`src/rtl/alu_issue.sv`:
```
// Issues one decoded RV32I OP/OP-IMM/LUI instruction to an external ALU over en/valid
// and holds the result (or a timeout error) for writeback; SLT/SLTU are resolved locally.
module alu_issue #(
  parameter int WIDTH          = 32,
  parameter int TIMEOUT_CYCLES = 15
) (
  input  logic                 clk_i,
  input  logic                 rst_ni,
  input  logic                 in_valid_i,
  output logic                 in_ready_o,
  input  logic [2:0]           funct3_i,
  input  logic                 funct7_b5_i,
  input  logic                 is_imm_i,
  input  logic                 is_lui_i,
  input  logic [WIDTH-1:0]     rs1_data_i,
  input  logic [WIDTH-1:0]     rs2_data_i,
  input  logic [WIDTH-1:0]     imm_i,
  output logic                 alu_en_o,
  output logic [WIDTH-28:0]    alu_op_o,
  output logic [WIDTH-1:0]     alu_a_o,
  output logic [WIDTH-1:0]     alu_b_o,
  input  logic                 alu_valid_i,
  input  logic [WIDTH-1:0]     alu_result_i,
  output logic                 out_valid_o,
  input  logic                 out_ready_i,
  output logic [WIDTH-1:0]     out_data_o,
  output logic                 out_err_o
);

  localparam int OPW = WIDTH - 27;
  localparam int CW  = (TIMEOUT_CYCLES > 2) ? $clog2(TIMEOUT_CYCLES) : 1;
  localparam logic [CW-1:0] CNT_LAST = CW'(TIMEOUT_CYCLES - 1);

  typedef enum logic [1:0] {S_IDLE, S_ISSUE, S_WAIT, S_DONE} state_t;

  state_t             state_q;
  logic               alu_en_q;
  logic [OPW-1:0]     alu_op_q;
  logic [WIDTH-1:0]   alu_a_q;
  logic [WIDTH-1:0]   alu_b_q;
  logic               out_valid_q;
  logic               out_err_q;
  logic [WIDTH-1:0]   out_data_q;
  logic [CW-1:0]      cnt_q;

  logic [WIDTH-1:0]   opnd_b;
  logic [OPW-1:0]     alu_op_d;
  logic [WIDTH-1:0]   alu_b_d;
  logic               is_slt;
  logic               is_shift;
  logic               lt_d;

  always_comb begin
    opnd_b   = is_imm_i ? imm_i : rs2_data_i;
    is_slt   = !is_lui_i && (funct3_i == 3'b010 || funct3_i == 3'b011);
    is_shift = !is_lui_i && (funct3_i == 3'b001 || funct3_i == 3'b101);
    lt_d     = funct3_i[0] ? (rs1_data_i < opnd_b)
                           : ($signed(rs1_data_i) < $signed(opnd_b));
    alu_op_d = OPW'(5'b00001);
    if (is_lui_i) begin
      alu_op_d = OPW'(5'b11000);
    end else begin
      case (funct3_i)
        3'b000:  alu_op_d = (!is_imm_i && funct7_b5_i) ? OPW'(5'b00011) : OPW'(5'b00001);
        3'b001:  alu_op_d = OPW'(5'b01110);
        3'b100:  alu_op_d = OPW'(5'b01101);
        3'b101:  alu_op_d = funct7_b5_i ? OPW'(5'b10000) : OPW'(5'b01111);
        3'b110:  alu_op_d = OPW'(5'b01100);
        3'b111:  alu_op_d = OPW'(5'b01010);
        default: alu_op_d = OPW'(5'b00001);
      endcase
    end
    // Shift amount is only the low five bits; upper immediate bits carry funct7.
    alu_b_d = is_shift ? {{(WIDTH-5){1'b0}}, opnd_b[4:0]} : opnd_b;
  end

  always_ff @(posedge clk_i or negedge rst_ni) begin
    if (!rst_ni) begin
      state_q     <= S_IDLE;
      alu_en_q    <= 1'b0;
      alu_op_q    <= '0;
      alu_a_q     <= '0;
      alu_b_q     <= '0;
      out_valid_q <= 1'b0;
      out_err_q   <= 1'b0;
      out_data_q  <= '0;
      cnt_q       <= '0;
    end else begin
      case (state_q)
        S_IDLE: begin
          if (in_valid_i) begin
            if (is_slt) begin
              out_data_q  <= {{(WIDTH-1){1'b0}}, lt_d};
              out_err_q   <= 1'b0;
              out_valid_q <= 1'b1;
              state_q     <= S_DONE;
            end else begin
              alu_op_q <= alu_op_d;
              alu_a_q  <= rs1_data_i;
              alu_b_q  <= alu_b_d;
              alu_en_q <= 1'b1;
              state_q  <= S_ISSUE;
            end
          end
        end
        S_ISSUE: begin
          alu_en_q <= 1'b0;
          cnt_q    <= '0;
          state_q  <= S_WAIT;
        end
        S_WAIT: begin
          if (alu_valid_i) begin
            out_data_q  <= alu_result_i;
            out_err_q   <= 1'b0;
            out_valid_q <= 1'b1;
            state_q     <= S_DONE;
          end else if (cnt_q == CNT_LAST) begin
            out_data_q  <= '0;
            out_err_q   <= 1'b1;
            out_valid_q <= 1'b1;
            state_q     <= S_DONE;
          end else begin
            cnt_q <= cnt_q + CW'(1);
          end
        end
        S_DONE: begin
          if (out_ready_i) begin
            out_valid_q <= 1'b0;
            out_err_q   <= 1'b0;
            cnt_q       <= '0;
            state_q     <= S_IDLE;
          end
        end
        default: state_q <= S_IDLE;
      endcase
    end
  end

  assign in_ready_o  = rst_ni && (state_q == S_IDLE);
  assign alu_en_o    = alu_en_q;
  assign alu_op_o    = alu_op_q;
  assign alu_a_o     = alu_a_q;
  assign alu_b_o     = alu_b_q;
  assign out_valid_o = out_valid_q;
  assign out_data_o  = out_data_q;
  assign out_err_o   = out_err_q;

endmodule

```
`config.mk`:
```
export PLATFORM = sky130hd
export DESIGN_NAME = alu_issue
export DESIGN_NICKNAME = d
export VERILOG_FILES = /design/src/rtl/alu_issue.sv
export SDC_FILE = /design/constraint.sdc
export NUM_CORES = 1
export LEC_CHECK = 0
export CORE_MARGIN = 3
export CORE_UTILIZATION = 41
export CTS_CLUSTER_DIAMETER = 60
export DETAILED_ROUTE_END_ITERATION = 10
export GPL_TIMING_DRIVEN = 0
export PLACE_DENSITY = 0.78
export SYNTH_ARGS = -nofsm -noshare
export SYNTH_HDL_FRONTEND = slang
export SYNTH_SLANG_ARGS = --single-unit
```
`constraint.sdc`:
```
create_clock -name clk_i -period 2.4 [get_ports clk_i]
set_input_delay 0.24 -clock clk_i [delete_from_list [all_inputs] [get_ports clk_i]]
set_output_delay 0.24 -clock clk_i [all_outputs]
set_load 0.1 [all_outputs]
```
-- After elaboration in Yosys (flattened, before gate mapping)
Index checks and enable logic that the tools add are counted.
- add/subtract/negate cells: 1
- multiply operators: 0
- div/mod/pow operators: 0
- magnitude comparators: 2
- equality and inequality tests: 18
- shift-type cells: 0
- muxes and demuxes: 35
- bitwise operators: 1
- reductions and logical operators: 20
- operator list (kind ; count):
    32-bit 2-to-1 mux ; 6
    32-bit < comparator ; 2
    32-bit case mux with 2 select lines ; 1
    5-bit case mux with 6 select lines ; 1
    3-bit == test, second input constant ; 4
    2-bit 2-to-1 mux ; 6
    4-bit 2-to-1 mux ; 3
    2-bit != test, second input constant ; 6
    4-bit case mux with 3 select lines ; 1
    1-bit 2-to-1 mux ; 11
    5-bit 2-to-1 mux ; 2
    3-bit AND reduction ; 3
    2-bit case mux with 4 select lines ; 1
    4-bit AND reduction ; 2
    3-bit by 2-bit == test with 1-bit output, second input constant ; 2
    1-bit case mux with 3 select lines ; 2
    3-bit nonzero test ; 2
    5-bit AND reduction ; 1
    4-bit by 1-bit adder with 4-bit output, second input constant ; 1
    2-bit == test, second input constant ; 2
    4-bit == test, second input constant ; 1
    1-bit logical AND ; 4
    2-bit nonzero test ; 2
    3-bit by 1-bit == test with 1-bit output, second input constant ; 1
    other kinds (8) ; 10
- flip-flop bits (word level): 110
- bits in latches: 0
- memory bits (writable): 0
- bits in read-only memories: 0
- input port bits: 139
- output and inout bits: 105
- memories: 0

-- Logic depth before layout (Yosys ltp)
Gate-level depths: netlist of run 1.
- depth after elaboration: 6
- gate-level depth with buffers: 10

-- Worst setup path after synthesis of run 1
No wires, ideal clock.
- path kind: input to register
- from: input is_imm_i
- to: register out_data_q[0] (netlist: out_data_o[0])
- library setup time: 87 ps
- arrival time: 2068 ps
- slack: 245 ps
- stages on the path: 10
- cell sequence: buf_2 buf_2 mux2i_1 ha_1 a211oi_1 o211ai_1 o221ai_1 nor3b_1 o2111ai_1 o211ai_1
- longest elaborated chain between the ends: 6
- ends and longest elaborated chain (what ; RTL line ; text):
    start: declaration ; 13 ; input logic is_imm_i,
    32-bit 2-to-1 mux * ; 54 ; opnd_b = is_imm_i ? imm_i : rs2_data_i;
    32-bit < comparator, on equally long branches ; 58, 57 ;
    1-bit 2-to-1 mux * ; 57 ; lt_d = funct3_i[0] ? (rs1_data_i < opnd_b)
    32-bit 2-to-1 mux * ; 92 ; if (is_slt) begin
    32-bit 2-to-1 mux * ; 91 ; if (in_valid_i) begin
    32-bit case mux with 2 select lines * ; 89 ; case (state_q)
    end signal: assignment ; 93 ; out_data_q <= {{(WIDTH-1){1'b0}}, lt_d};
    end signal: assignment ; 113 ; out_data_q <= alu_result_i;
    end: declaration ; 43 ; logic [WIDTH-1:0] out_data_q;
Every way passes the cells marked *; elsewhere a longest branch is shown, timed or not. The select of a mux whose other input is x is not followed.
A chain may end at the register's enable or synchronous reset.

-- Worst setup path in the final report of run 1
Ends and elaborated chain as after synthesis.

==> results.json, run 1 <==
{
  "rrSetupSlack_ns": 0.21,
  "outcome": "finished with violations",
  "clockBufferDepth": 2,
  "gp_congestion": 0.9067,
  "synth_compound_area_share_pct": 15.02,
  "fin_ws_ns": 0.1276,
  "diodes": 0,
  "port_buffers": 241,
  "skew_ns": 0.005884,
  "synth_simple_gate_area_share_pct": 18.05,
  "h-tree-depth": 3,
  "avgSynthCellArea_um2": 9.626,
  "clock-sinks": 110,
  "path_class": "input pin to register",
  "max_freq_mhz": 440.1,
  "cp_max_fo": 10,
  "design.die.area_um2": 15470,
  "cts_root_buffer": "clkbuf_16",
  "ant_nets": 0,
  "grt_start_max_net_pins": 70,
  "cts_tree": "done",
  "synth_fa_ha_area_share_pct": 8.491,
  "cp-start-kind": "input pin",
  "rows": 42,
  "grt_pass1_vias": 5545,
  "synth_area_um2": 5747,
  "grt_use_total_pct": 22.35,
  "grt_pass1_wl_um": 28410,
  "dr.pass1.iters": 4,
  "grtUsageMet3_pct": 4.631,
  "fin_setup_tns_ns": 0,
  "fin_util_pct": 65.00,
  "cp_data_required_time_ns": 2.66,
  "yosysSeqAreaShare_pct": 47.90,
  "final_cell_mix": "clkdlybuf4s50_1 (239), nand2_1 (212), dfrtp_1 (110), ha_1 (39), mux2i_1 (33)",
  "viasPerCell": 5.121,
  "synthXorXnorAreaFrac_pct": 0,
  "numCtsBuffers": 9,
  "core_area_um2": 13450,
  "synthFlopType": "dfrtp_1",
  "crit_path_max_incr_delay_ns": 0.33,
  "use_met1_pct": 28.34,
  "io_pins": 244,
  "violations": "negative hold slack",
  "overflow": 0,
  "cp_common_cell": "o211ai_1",
  "dr_total_vias": 5275,
  "drive_above_1_share_pct": 10.30,
  "syn2layout_area_growth_pct": 52.17,
  "synth_fp_nets": 775,
  "drtIter0Drc": 319,
  "clk_latency_ns": 0.35,
  "antenna_found_initial": 0,
  "r2r_end": "alu_a_o[13]",
  "die_x_um": 124.4,
  "max_slew_margin_pct": 30.80,
  "holdWs_ns": -0.001636,
  "cap_violations": 0,
  "rr_worst_depth": 7,
  "synth_cells": 597,
  "die_h_um": 124.4,
  "nNetsFinal": 1028,
  "hold_viol": 1,
  "path_clk_slew_ns": 0.07,
  "r2r-start": "state_q[1]",
  "synth-edff-count": 0,
  "slew_viol_final": 0,
  "dp_slack_ns": -0.5202,
  "post_cts_buffers": 0,
  "drc": 0,
  "grt_util_met2_pct": 37.75,
  "hpwl_um": 13820,
  "ys_types": 48,
  "finalSetupViolCount": 0,
  "yosysWarnings": 0,
  "synthArstFlopShare_pct": 100.0,
  "routed_wl_um": 17380,
  "worst-endpoint-arrival_ns": 2.53,
  "initial_core_util_pct": 42.72,
  "wl_per_cell_um": 16.87,
  "finalCriticalPeriod_ns": 2.272,
  "cp_cell_sequence": "buf_2 > buf_4 > mux2i_1 > ha_1 > a211oi_1 > o211ai_1 > o221ai_2 > nor3b_2 > o2111ai_1 > o211ai_1",
  "crit_slowest_cell": "mux2i_1",
  "yosys-mux-area-fraction_pct": 6.118,
  "layout_commonest_cell": "clkdlybuf4s50_1",
  "busiest_layer": "met2",
  "synth_top_family_by_area": "simple AND/OR/NAND/NOR gates",
  "endpoint_kind": "register",
  "worst_pin_slew_ns": 1.035,
  "min_path_type": "input pin to asynchronous set/reset pin",
  "cts_hold_buf": 0,
  "ys_ff_latch": 110,
  "min_period_over_period_pct": 94.68
}
cells in the mapped netlist, types with 2 or more instances:
| cell | count | area share [%] |
|---|---|---|
| a21o_1 | 4 | 0.52 |
| a21oi_1 | 19 | 1.7 |
| a31oi_1 | 3 | 0.33 |
| and2_1 | 2 | 0.22 |
| buf_2 | 11 | 0.96 |
| buf_4 | 9 | 1.2 |
| buf_6 | 7 | 1.4 |
| clkbuf_1 | 6 | 0.39 |
| dfrtp_1 | 110 | 48 |
| ha_1 | 39 | 8.5 |
| inv_1 | 6 | 0.39 |
| mux2i_1 | 34 | 5.9 |
| nand2_1 | 212 | 14 |
| nand3_1 | 3 | 0.26 |
| nand4_1 | 7 | 0.76 |
| nor2_1 | 13 | 0.85 |
| nor2b_1 | 4 | 0.44 |
| nor3_1 | 3 | 0.26 |
| nor3b_1 | 2 | 0.26 |
| o211ai_1 | 3 | 0.39 |
| o21ai_0 | 12 | 1.0 |
| o21ai_1 | 3 | 0.26 |
| o21ai_2 | 29 | 4.4 |
| o22a_1 | 2 | 0.30 |
| o22ai_1 | 2 | 0.22 |
| o31ai_1 | 30 | 3.9 |
cell families after synthesis:
logic type	after synthesis
AOI/OAI and AO/OA	118
adders and majority gates	39
buffers and inverters	41
DFF	110
muxes	35
and+or+nand+nor	254
metal layers:
metal  wire length, um  part of all wire (%)
met1              7213                    42
met2              8653                    50
met3              1144                   6.6
met4               366                   2.1
met5                 0                     0
flip-flops by register name, summed over array words and instances, names as in the netlist:
| register | cells |
|---|---|
| alu_op_o | 5 |
| out_err_o | 1 |
| alu_a_o | 32 |
| out_data_o | 32 |
| alu_b_o | 32 |
| state_q | 2 |
| out_valid_o | 1 |
| cnt_q | 4 |
| alu_en_o | 1 |
worst max-delay path: cells and delay by family:
kind	cells	cell delay, ns
AOI/OAI and AO/OA	5	0.86
buffers and inverters	2	0.50
muxes	1	0.33
adders and majority gates	1	0.31
and+or+nand+nor	1	0.28
area by class of cell:
class / count / area (um^2)
Buffer: 34 / 232.7
Clock buffer: 9 / 225.2
Clock inverter: 6 / 87.58
Fill cell: 1129 / 4708
Inverter: 7 / 26.28
Multi-Input combinational cell: 446 / 2770
Sequential cell: 110 / 2753
Tap cell: 176 / 220.2
Timing Repair Buffer: 242 / 2430
timing repair:
action	in CTS	in global routing
gates cloned	0	0
endpoints found under the setup margin	2	2
pin swaps	0	0
resized for setup	6	5
per-stage QoR:
step | hold slack (ns) | std cells | cell area, um^2
detailed placement | 0.4118 | 1015 | 8397
finish | -0.001636 | 1030 | 8745
global route | 0.07371 | 1030 | 8745
floorplan | -0.05559 | 597 | 5747
CTS | 0.03283 | 1030 | 8721
global placement | 0.4579 | 1014 | 8379
worst max-delay path by stage:
stage                         from       endpoint  cells past startpoint
after global placement      rst_ni     in_ready_o                      3
after floorplan           is_imm_i  out_data_o[0]                     10
after detailed placement  is_imm_i  out_data_o[0]                     10
final                     is_imm_i  out_data_o[0]                     10
after global routing      is_imm_i  out_data_o[0]                     10
after CTS                 is_imm_i  out_data_o[0]                     10
Power of run 1 is left out: the tool's default activity adds up to more than one toggle a clock period on the data nets, which glitch-free logic cannot reach.
==> run 2: changes to the inputs <==
--- a/config.mk
+++ b/config.mk
@@ -11,6 +11,7 @@
 export DETAILED_ROUTE_END_ITERATION = 10
 export GPL_TIMING_DRIVEN = 0
 export PLACE_DENSITY = 0.78
+export RECOVER_POWER = 50
 export SYNTH_ARGS = -nofsm -noshare
 export SYNTH_HDL_FRONTEND = slang
 export SYNTH_SLANG_ARGS = --single-unit
==> results.json, run 2 (same netlist as run 1, synthesis figures left out) <==
{
  "io_pins": 244,
  "path_clk_slew_ns": 0.07,
  "worst-endpoint-arrival_ns": 2.56,
  "placed_area_um2": 8397,
  "min_path_type": "input pin to asynchronous set/reset pin",
  "slew_viol_final": 0,
  "r2r-start": "state_q[1]",
  "worst_pin_slew_ns": 1.092,
  "die_x_um": 124.4,
  "hpwl_um": 13820,
  "rrSetupSlack_ns": 0.25,
  "h-tree-depth": 3,
  "gp_congestion": 0.9067,
  "finalSetupViolCount": 0,
  "min_period_over_period_pct": 95.67,
  "r2r_end": "alu_a_o[13]",
  "die_h_um": 124.4,
  "skew_ns": 0.004442,
  "design.die.area_um2": 15470,
  "initial_core_util_pct": 42.72,
  "overflow": 0,
  "routed_wl_um": 17320,
  "finalCriticalPeriod_ns": 2.296,
  "holdWs_ns": -0.01275,
  "clockBufferDepth": 2,
  "core_area_um2": 13450,
  "cp_max_fo": 10,
  "drive_above_1_share_pct": 9.602,
  "hold_viol": 6,
  "drc": 0,
  "nNetsFinal": 1028,
  "grt_use_total_pct": 22.35,
  "dr_total_vias": 5281,
  "wl_per_cell_um": 16.81,
  "violations": "negative hold slack",
  "final_area_um2": 8701,
  "numCtsBuffers": 9,
  "grt_pass1_vias": 5545,
  "cp-start-kind": "input pin",
  "path_class": "input pin to register",
  "cp-startpoint": "is_imm_i",
  "max_slew_margin_pct": 27.22,
  "ant_nets": 0,
  "cap_violations": 0,
  "outcome": "finished with violations",
  "dp_slack_ns": -0.5202,
  "diodes": 0,
  "grt_pass1_wl_um": 28410,
  "cts_root_buffer": "clkbuf_16",
  "endpoint_kind": "register",
  "port_buffers": 241,
  "viasPerCell": 5.127,
  "fin_ws_ns": 0.1039,
  "dr.pass1.iters": 4,
  "rr_worst_depth": 7,
  "cp_data_required_time_ns": 2.66,
  "setup.worst_path.end": "out_data_o[0]",
  "layout_commonest_cell": "clkdlybuf4s50_1",
  "max_freq_mhz": 435.5,
  "rows": 42,
  "syn2layout_area_growth_pct": 51.40,
  "final_cell_mix": "clkdlybuf4s50_1 (232), nand2_1 (212), dfrtp_1 (110), ha_1 (39), mux2i_1 (33)",
  "clock-sinks": 110,
  "antenna_found_initial": 0,
  "grt_start_max_net_pins": 70,
  "drtIter0Drc": 334,
  "clk_latency_ns": 0.34,
  "cts_tree": "done"
}
==> run 2: worst min path at each step <==
| stage | to | slack, ns | cells after the start |
|---|---|---|---|
| after detailed placement | out_data_o[5] | 0.41 | 1 |
| after global routing | out_data_o[5] | 0.06 | 1 |
| after global placement | alu_a_o[9] | 0.46 | 2 |
| final | out_data_o[3] | -0.01 | 1 |
| after floorplan | alu_a_o[0] | -0.06 | 0 |
| after CTS | out_data_o[5] | 0.03 | 1 |
==> run 2: cell type report <==
class / instances / area (um^2)
buffer: 34 / 214.0
clock buffer: 9 / 225.2
clock inverter: 6 / 87.58
fill: 1138 / 4752
inverter: 7 / 26.28
multi-input combinational: 446 / 2760
sequential: 110 / 2753
tap: 176 / 220.2
timing repair buffer: 242 / 2415
==> run 2: stage by stage <==
stage | utilization [%] | cells | setup TNS, ns
floorplan | - | 597 | 0
global placement | 62.29 | 1014 | -343.27
detailed placement | 62.42 | 1015 | -0.7190
CTS | 64.83 | 1030 | 0
global route | 64.68 | 1030 | -0.03854
finish | 64.68 | 1030 | 0
==> run 2: routing by layer <==
layer	wire length (um)	track usage [%]
met1	7244	28.34
met2	8628	37.75
met3	1078	4.631
met4	366	8.124
met5	0	0
==> run 2: worst max-delay path, stage by stage <==
cell and delay [ns]:
buf_2 0.21, buf_4 0.30, mux2i_1 0.32, ha_1 0.31, a211oi_1 0.22, o211ai_1 0.13, o221ai_2 0.26, nor3b_2 0.29
o2111ai_1 0.15, o211ai_1 0.12
==> run 2: repair_timing <==
item,in CTS,in global routing
gates cloned,0,0
gates resized for setup,6,5
buffers inserted,0,0
endpoints found under the setup margin,2,2
hold buffers,0,0
Power of run 2 is left out for the same reason.
==> run 3: changes to the inputs <==
--- a/config.mk
+++ b/config.mk
@@ -12,6 +12,7 @@
 export GPL_TIMING_DRIVEN = 0
 export PLACE_DENSITY = 0.78
 export RECOVER_POWER = 50
+export SKIP_LAST_GASP = 1
 export SYNTH_ARGS = -nofsm -noshare
 export SYNTH_HDL_FRONTEND = slang
 export SYNTH_SLANG_ARGS = --single-unit
==> results of run 3 <==
No change in the layout: final DEF, timing and power equal those of run 2.
Power of run 3 is left out for the same reason.
